==> config.mk <==
export PLATFORM = sky130hd
export DESIGN_NAME = serial_crc8_engine
export DESIGN_NICKNAME = d
export VERILOG_FILES = /design/src/rtl/serial_crc8_engine.sv
export SDC_FILE = /design/constraint.sdc
export NUM_CORES = 1
export LEC_CHECK = 0
export CORE_MARGIN = 4
export CORE_UTILIZATION = 45
export DETAILED_ROUTE_END_ITERATION = 10
export GPL_ROUTABILITY_DRIVEN = 0
export GPL_TIMING_DRIVEN = 1
export PLACE_DENSITY = 0.79
export SLEW_MARGIN = 10
export SYNTH_ARGS = -nofsm -noshare
export SYNTH_HDL_FRONTEND = slang
export SYNTH_SLANG_ARGS = --single-unit
==> constraint.sdc <==
create_clock -name clk -period 3.1 [get_ports clk]
set_input_delay 0.62 -clock clk [delete_from_list [all_inputs] [get_ports clk]]
set_output_delay 0.62 -clock clk [all_outputs]
set_load 0.01 [all_outputs]
==> src/rtl/serial_crc8_engine.sv <==
// Bit-serial CRC-8 generator: MSB-first bits in over a valid/ready handshake,
// final CRC out over a valid/ready handshake and held until accepted.
module serial_crc8_engine #(
  parameter logic [7:0]  POLY       = 8'h07,
  parameter logic [7:0]  INIT       = 8'h00,
  parameter logic [7:0]  XOROUT     = 8'h00,
  parameter int unsigned FRAME_BITS = 8,
  localparam int unsigned CW        = $clog2(FRAME_BITS + 1)
) (
  input  logic          clk,
  input  logic          rst,
  input  logic          start,
  input  logic          bit_in,
  input  logic          bit_valid,
  output logic          bit_ready,
  output logic [7:0]    crc_out,
  output logic          crc_valid,
  input  logic          crc_ready,
  output logic          busy,
  output logic [CW-1:0] bit_count
);

  typedef enum logic [1:0] {
    IDLE  = 2'd0,
    SHIFT = 2'd1,
    HOLD  = 2'd2
  } state_t;

  localparam logic [CW-1:0] LAST_IDX = CW'(FRAME_BITS - 1);

  state_t        state_q, state_d;
  logic [7:0]    crc_reg_q, crc_reg_d;
  logic [7:0]    crc_out_q, crc_out_d;
  logic          crc_valid_q, crc_valid_d;
  logic [CW-1:0] bit_count_q, bit_count_d;

  logic          fb;
  logic [7:0]    crc_next;

  // Single feedback tap: one XOR of the register MSB with the incoming bit,
  // then POLY selects which shifted positions take the feedback.
  assign fb       = crc_reg_q[7] ^ bit_in;
  assign crc_next = {crc_reg_q[6:0], 1'b0} ^ (fb ? POLY : 8'h00);

  always_comb begin
    state_d     = state_q;
    crc_reg_d   = crc_reg_q;
    crc_out_d   = crc_out_q;
    crc_valid_d = crc_valid_q;
    bit_count_d = bit_count_q;
    unique case (state_q)
      IDLE: begin
        if (start) begin
          state_d     = SHIFT;
          crc_reg_d   = INIT;
          bit_count_d = '0;
        end
      end
      SHIFT: begin
        if (bit_valid) begin
          crc_reg_d   = crc_next;
          bit_count_d = bit_count_q + CW'(1);
          if (bit_count_q == LAST_IDX) begin
            crc_out_d   = crc_next ^ XOROUT;
            crc_valid_d = 1'b1;
            state_d     = HOLD;
          end
        end
      end
      HOLD: begin
        if (crc_ready) begin
          crc_valid_d = 1'b0;
          bit_count_d = '0;
          state_d     = IDLE;
        end
      end
      default: state_d = IDLE;
    endcase
  end

  always_ff @(posedge clk) begin
    if (rst) begin
      state_q     <= IDLE;
      crc_reg_q   <= INIT;
      crc_out_q   <= '0;
      crc_valid_q <= 1'b0;
      bit_count_q <= '0;
    end else begin
      state_q     <= state_d;
      crc_reg_q   <= crc_reg_d;
      crc_out_q   <= crc_out_d;
      crc_valid_q <= crc_valid_d;
      bit_count_q <= bit_count_d;
    end
  end

  assign bit_ready = (state_q == SHIFT);
  assign busy      = (state_q != IDLE);
  assign crc_out   = crc_out_q;
  assign crc_valid = crc_valid_q;
  assign bit_count = bit_count_q;

endmodule

-- Word level (Yosys, flattened, before mapping)
Index checks and enable logic that the tools add are counted.
- register bits after elaboration: 23
- input port bits: 6
- output and inout port bits: 15
- word-level logic and storage cells: 42
- add/subtract/negate cells: 1
- equality and inequality tests: 7
- muxes and demuxes: 17
- bitwise gates (word level): 2
- reductions and logical operators: 10
- operators with widths (cell ; count):
    8-bit 2-to-1 mux ; 2
    8-bit case mux with 2 select lines ; 1
    4-bit 2-to-1 mux ; 3
    4-bit case mux with 3 select lines ; 1
    4-bit AND reduction ; 3
    2-bit 2-to-1 mux ; 4
    8-bit by 3-bit bitwise XOR with 8-bit output ; 1
    2-bit inequality test (second input constant) ; 3
    2-bit case mux with 3 select lines ; 1
    3-bit AND reduction ; 2
    2-bit nonzero test ; 3
    4-bit by 1-bit adder with 4-bit output (second input constant) ; 1
    4-bit by 3-bit == test with 1-bit output (second input constant) ; 1
    1-bit 2-to-1 mux ; 3
    3-bit 2-to-1 mux ; 1
    3-bit nonzero test ; 1
    2-bit by 1-bit == test with 1-bit output (second input constant) ; 1
    2-bit == test (second input constant) ; 1
    2-bit zero test ; 1
    2-bit by 1-bit inequality test with 1-bit output (second input constant) ; 1
    1-bit case mux with 2 select lines ; 1
    1-bit bitwise XOR ; 1

-- Depth between registers and ports, before layout
- word-level depth: 5
- depth in mapped cells: 5
- gate-level depth less buffers: 4

-- Worst setup path before layout
OpenSTA, ideal clock, no wires.
- kind: reg2out
- from: register state_q[1]
- to: output busy
- arrival: 1.021 ns
- required time: 2.480 ns
- setup slack: 1.459 ns
- cell stages (with the launch flop): 4
- path buffers: 2
- cell sequence: dfxtp_1 -> clkbuf_1 -> clkbuf_1 -> or2_1
- longest elaborated chain between the ends: 1
- ends and longest elaborated chain (item ; line ; text):
    start, declared ; 31 ; state_t state_q, state_d;
    start signal, assigned ; 89 ; state_q <= state_d;
    2-bit nonzero test ; 98 ; assign busy = (state_q != IDLE);
    end, declared ; 19 ; output logic busy,
No other way between the ends.

-- Final worst setup path
- from: register state_q[1]
- to: output bit_ready
- longest elaborated chain between the ends: 1
- ends and longest elaborated chain (item ; line ; text):
    2-bit by 1-bit == test with 1-bit output ; 97 ; assign bit_ready = (state_q == SHIFT);
    end, declared ; 15 ; output logic bit_ready,
No other way between the ends.

==> impl_results.md <==
- Status: complete, no violations
- Drt total wl: 2.28 mm
- Max transition margin: a little over two fifths
- Initial drt markers: 21
- Yosys Warn Count: 0
- Worst setup margin: between 300 and 400 ps
- Ant. Diodes: 0
- Total Power: ~0.48 mW
- RSZ-0062 raised after global routing: false
- Root buffer cell: clkbuf_4
- Initial core utilization: between 40% and 50%
- Endpoints failing hold: 0
- Mapped Cells: approximately 120
- Yosys top cell area share: between 40% and 50%
- Synth Register Bits: 23
- Achievable Freq: approximately 370 MHz
- Worst-skew pair later-pin latency: ~300 ps
- CP Data Required Time: roughly 2500 ps
- VDD IR max: 242 uV
- Total global routing overflow: 0
- Final Cycle Share: just under 90%
- Register area share after synthesis: between 40% and 50%
- Die area: between 3000 and 4000 sq um
- Post-synthesis compound-gate area fraction: roughly 22%
- Largest net degree at the start of global routing: 21
- IO Port Bufs: 20
- CP Class: reg -> out
- Simple-gate portion of the synthesized area: 22.5%
- Synth top area cells: dfxtp_1 44%, a21oi_1 7.1%, o21ai_1 6.2%
- Post-route DRC: 0
- Die Span Y: around 56 um
- Layout area overhead: 21.9%
- Dpl ws: roughly 750 ps
- Dominant synthesized flop cell: dfxtp_1
- Crit Path Max Fanout: 20
- Core area: between 2000 and 2500 sq um
- CTS buffer count: 3
- Wirelength per Cell: ~14 um
- Row cnt: 17
- HP Class: reg -> reg
- Fin nets: 140
- Clk pin slew, worst setup/hold paths: roughly 110 ps
- CP Data Arrival Time: roughly 2100 ps
- CTS tree: built
- Hold Buf Count CTS: 0
- First-pass GRT wire length: 3.77 mm
- Worst-margin pin slew: between 800 and 900 ps
- Syn Nets: 123
- Final ANT Viol Nets: 0
- MaxCap Viol Count: 0
- Count leader, synth: dfxtp_1
- Fin. max-slew vios: 0
- Die Width: between 50 and 60 um
- Mapped Area: between 1000 and 1500 sq um
- Cell area power density: between 300 and 400 nW/um^2
- Fill count: between 200 and 250
- Setup tns final: 0 ps
- Synth area leader: dfxtp_1
- GRT Resource Usage Total: between 10 and 15%
- Post-CTS setup buffer count: 0
- Largest family of logic cells by synthesized area: simple AND/OR/NAND/NOR gates
- Post-synthesis mux area share: less than 1%
- Fraction of final layout cells with drive strength greater than 1: a little under 7%
- Ys async rst share: 0%
- Initial antenna violation count: 0
- Cell variety after synth: 31
- CTS sink count: 23
- Most frequent cells after synthesis: 23 x dfxtp_1, 15 x a21oi_1, 13 x o21ai_1, 11 x nand2_1, 7 x nand3_1
- Mapped Avg Cell Area: between 9 and 10 sq um
- Clock skew: roughly 9.0 ps
- Flip-flop and latch area: 460 sq um
- Number of synthesized flops with an enable pin: 0
- CTS H-tree lvls: 1
- Hpwl dp: between 1.5 and 2 mm
- CP startpoint kind: flop
- Via density: 5.78
- Post-Synth Adder-Cell Area: 1.19%
- Vias in the first global route: 836
- Final setup fails: 0
- P_leak: roughly 0.44 nW
- Drt first pass iters: 4
- Io pins: 21
- Post-CTS sizing: 0
- Crit. End Element: output port
- Max clock buf depth: 2
- Xor/xnor share of the synthesized area: 5.12%
- Via count: just over 900
- Post-route minimum period: ~2700 ps
- Area occupied by multi-input gates: between 500 and 600 sq um
cells in the final DEF, fill, tap and decap left out, types with 2 or more instances in the layout:
cell	Yosys	layout
o21ai_1	13	13
clkdlybuf4s50_1	0	20
xnor3_1	2	2
a21oi_2	2	2
nand3_1	7	7
nand2_1	11	11
nor2_1	3	3
o2111ai_1	3	3
dfxtp_1	23	23
nand4b_1	4	4
or3_1	2	2
clkbuf_4	0	3
a21oi_1	15	15
nand3b_1	3	3
nor3_1	2	2
o32ai_1	2	2
metal layers:
metal  routed length, um  vias up  part of all wire, %  track usage [%]
met1                1080      436                   47             19.9
li1                    -      464                    -                -
met5                   0        -                    0                0
met3                 112        2                  4.9             3.22
met4                  13        0                 0.57             5.08
met2                1080       22                   47             23.2
kinds of logic after synthesis:
| group | after synthesis |
|---|---|
| and+or+nand+nor | 39 |
| xor gates and xnor gates | 3 |
| muxes | 1 |
| adders and majority gates | 1 |
| AOI/OAI and AO/OA | 38 |
| DFF | 23 |
| buffers and inverters | 11 |
stage by stage:
| step | std cells | utilization [%] | instance area [sq um] | hold slack, ps |
|---|---|---|---|---|
| final | 160 | 57.9 | 1280 | 463 |
| after global placement | 156 | 56.7 | 1250 | 444 |
| after CTS | 160 | 57.9 | 1280 | 467 |
| after detailed placement | 156 | 56.7 | 1250 | 450 |
| after floorplan | 116 | - | 1050 | 448 |
| after global routing | 160 | 57.9 | 1280 | 490 |
sequential cells by signal (all words and copies together), names as in the netlist:
| signal | flops |
|---|---|
| state_q | 2 |
| crc_valid | 1 |
| crc_reg_q | 8 |
| bit_count | 4 |
| crc_out | 8 |
path summary, 6_finish.rpt:
kind         startpoint           end  slack (ps)  cells after the start
max          state_q[1]     bit_ready         390                      3
min           crc_valid     crc_valid         460                      2
max reg2reg  state_q[0]  crc_reg_q[1]        1400                      3
min reg2reg   crc_valid     crc_valid         460                      2
area by class of cell:
cell class                      instances  area share [%]
Timing Repair Buffer                   21            16.2
Multi-Input combinational cell         82            42.5
Inverter                                2           0.586
Tap cell                               28            2.73
Clock buffer                            4            2.05
Sequential cell                        23            35.9
critical path, cell delays in order, from the launching register on:
cell             delay, ps
dfxtp_1                720
nand2b_1               410
inv_2                  150
clkdlybuf4s50_1        510
power by group:
| group | total [mW] | internal [mW] | switching [mW] |
|---|---|---|---|
| Combinational | 0.0466 | 0.0200 | 0.0266 |
| Sequential | 0.304 | 0.299 | 0.00521 |
| Clock | 0.134 | 0.0501 | 0.0840 |
| Total | 0.485 | 0.369 | 0.116 |
(Power assumes the default switching activity.)
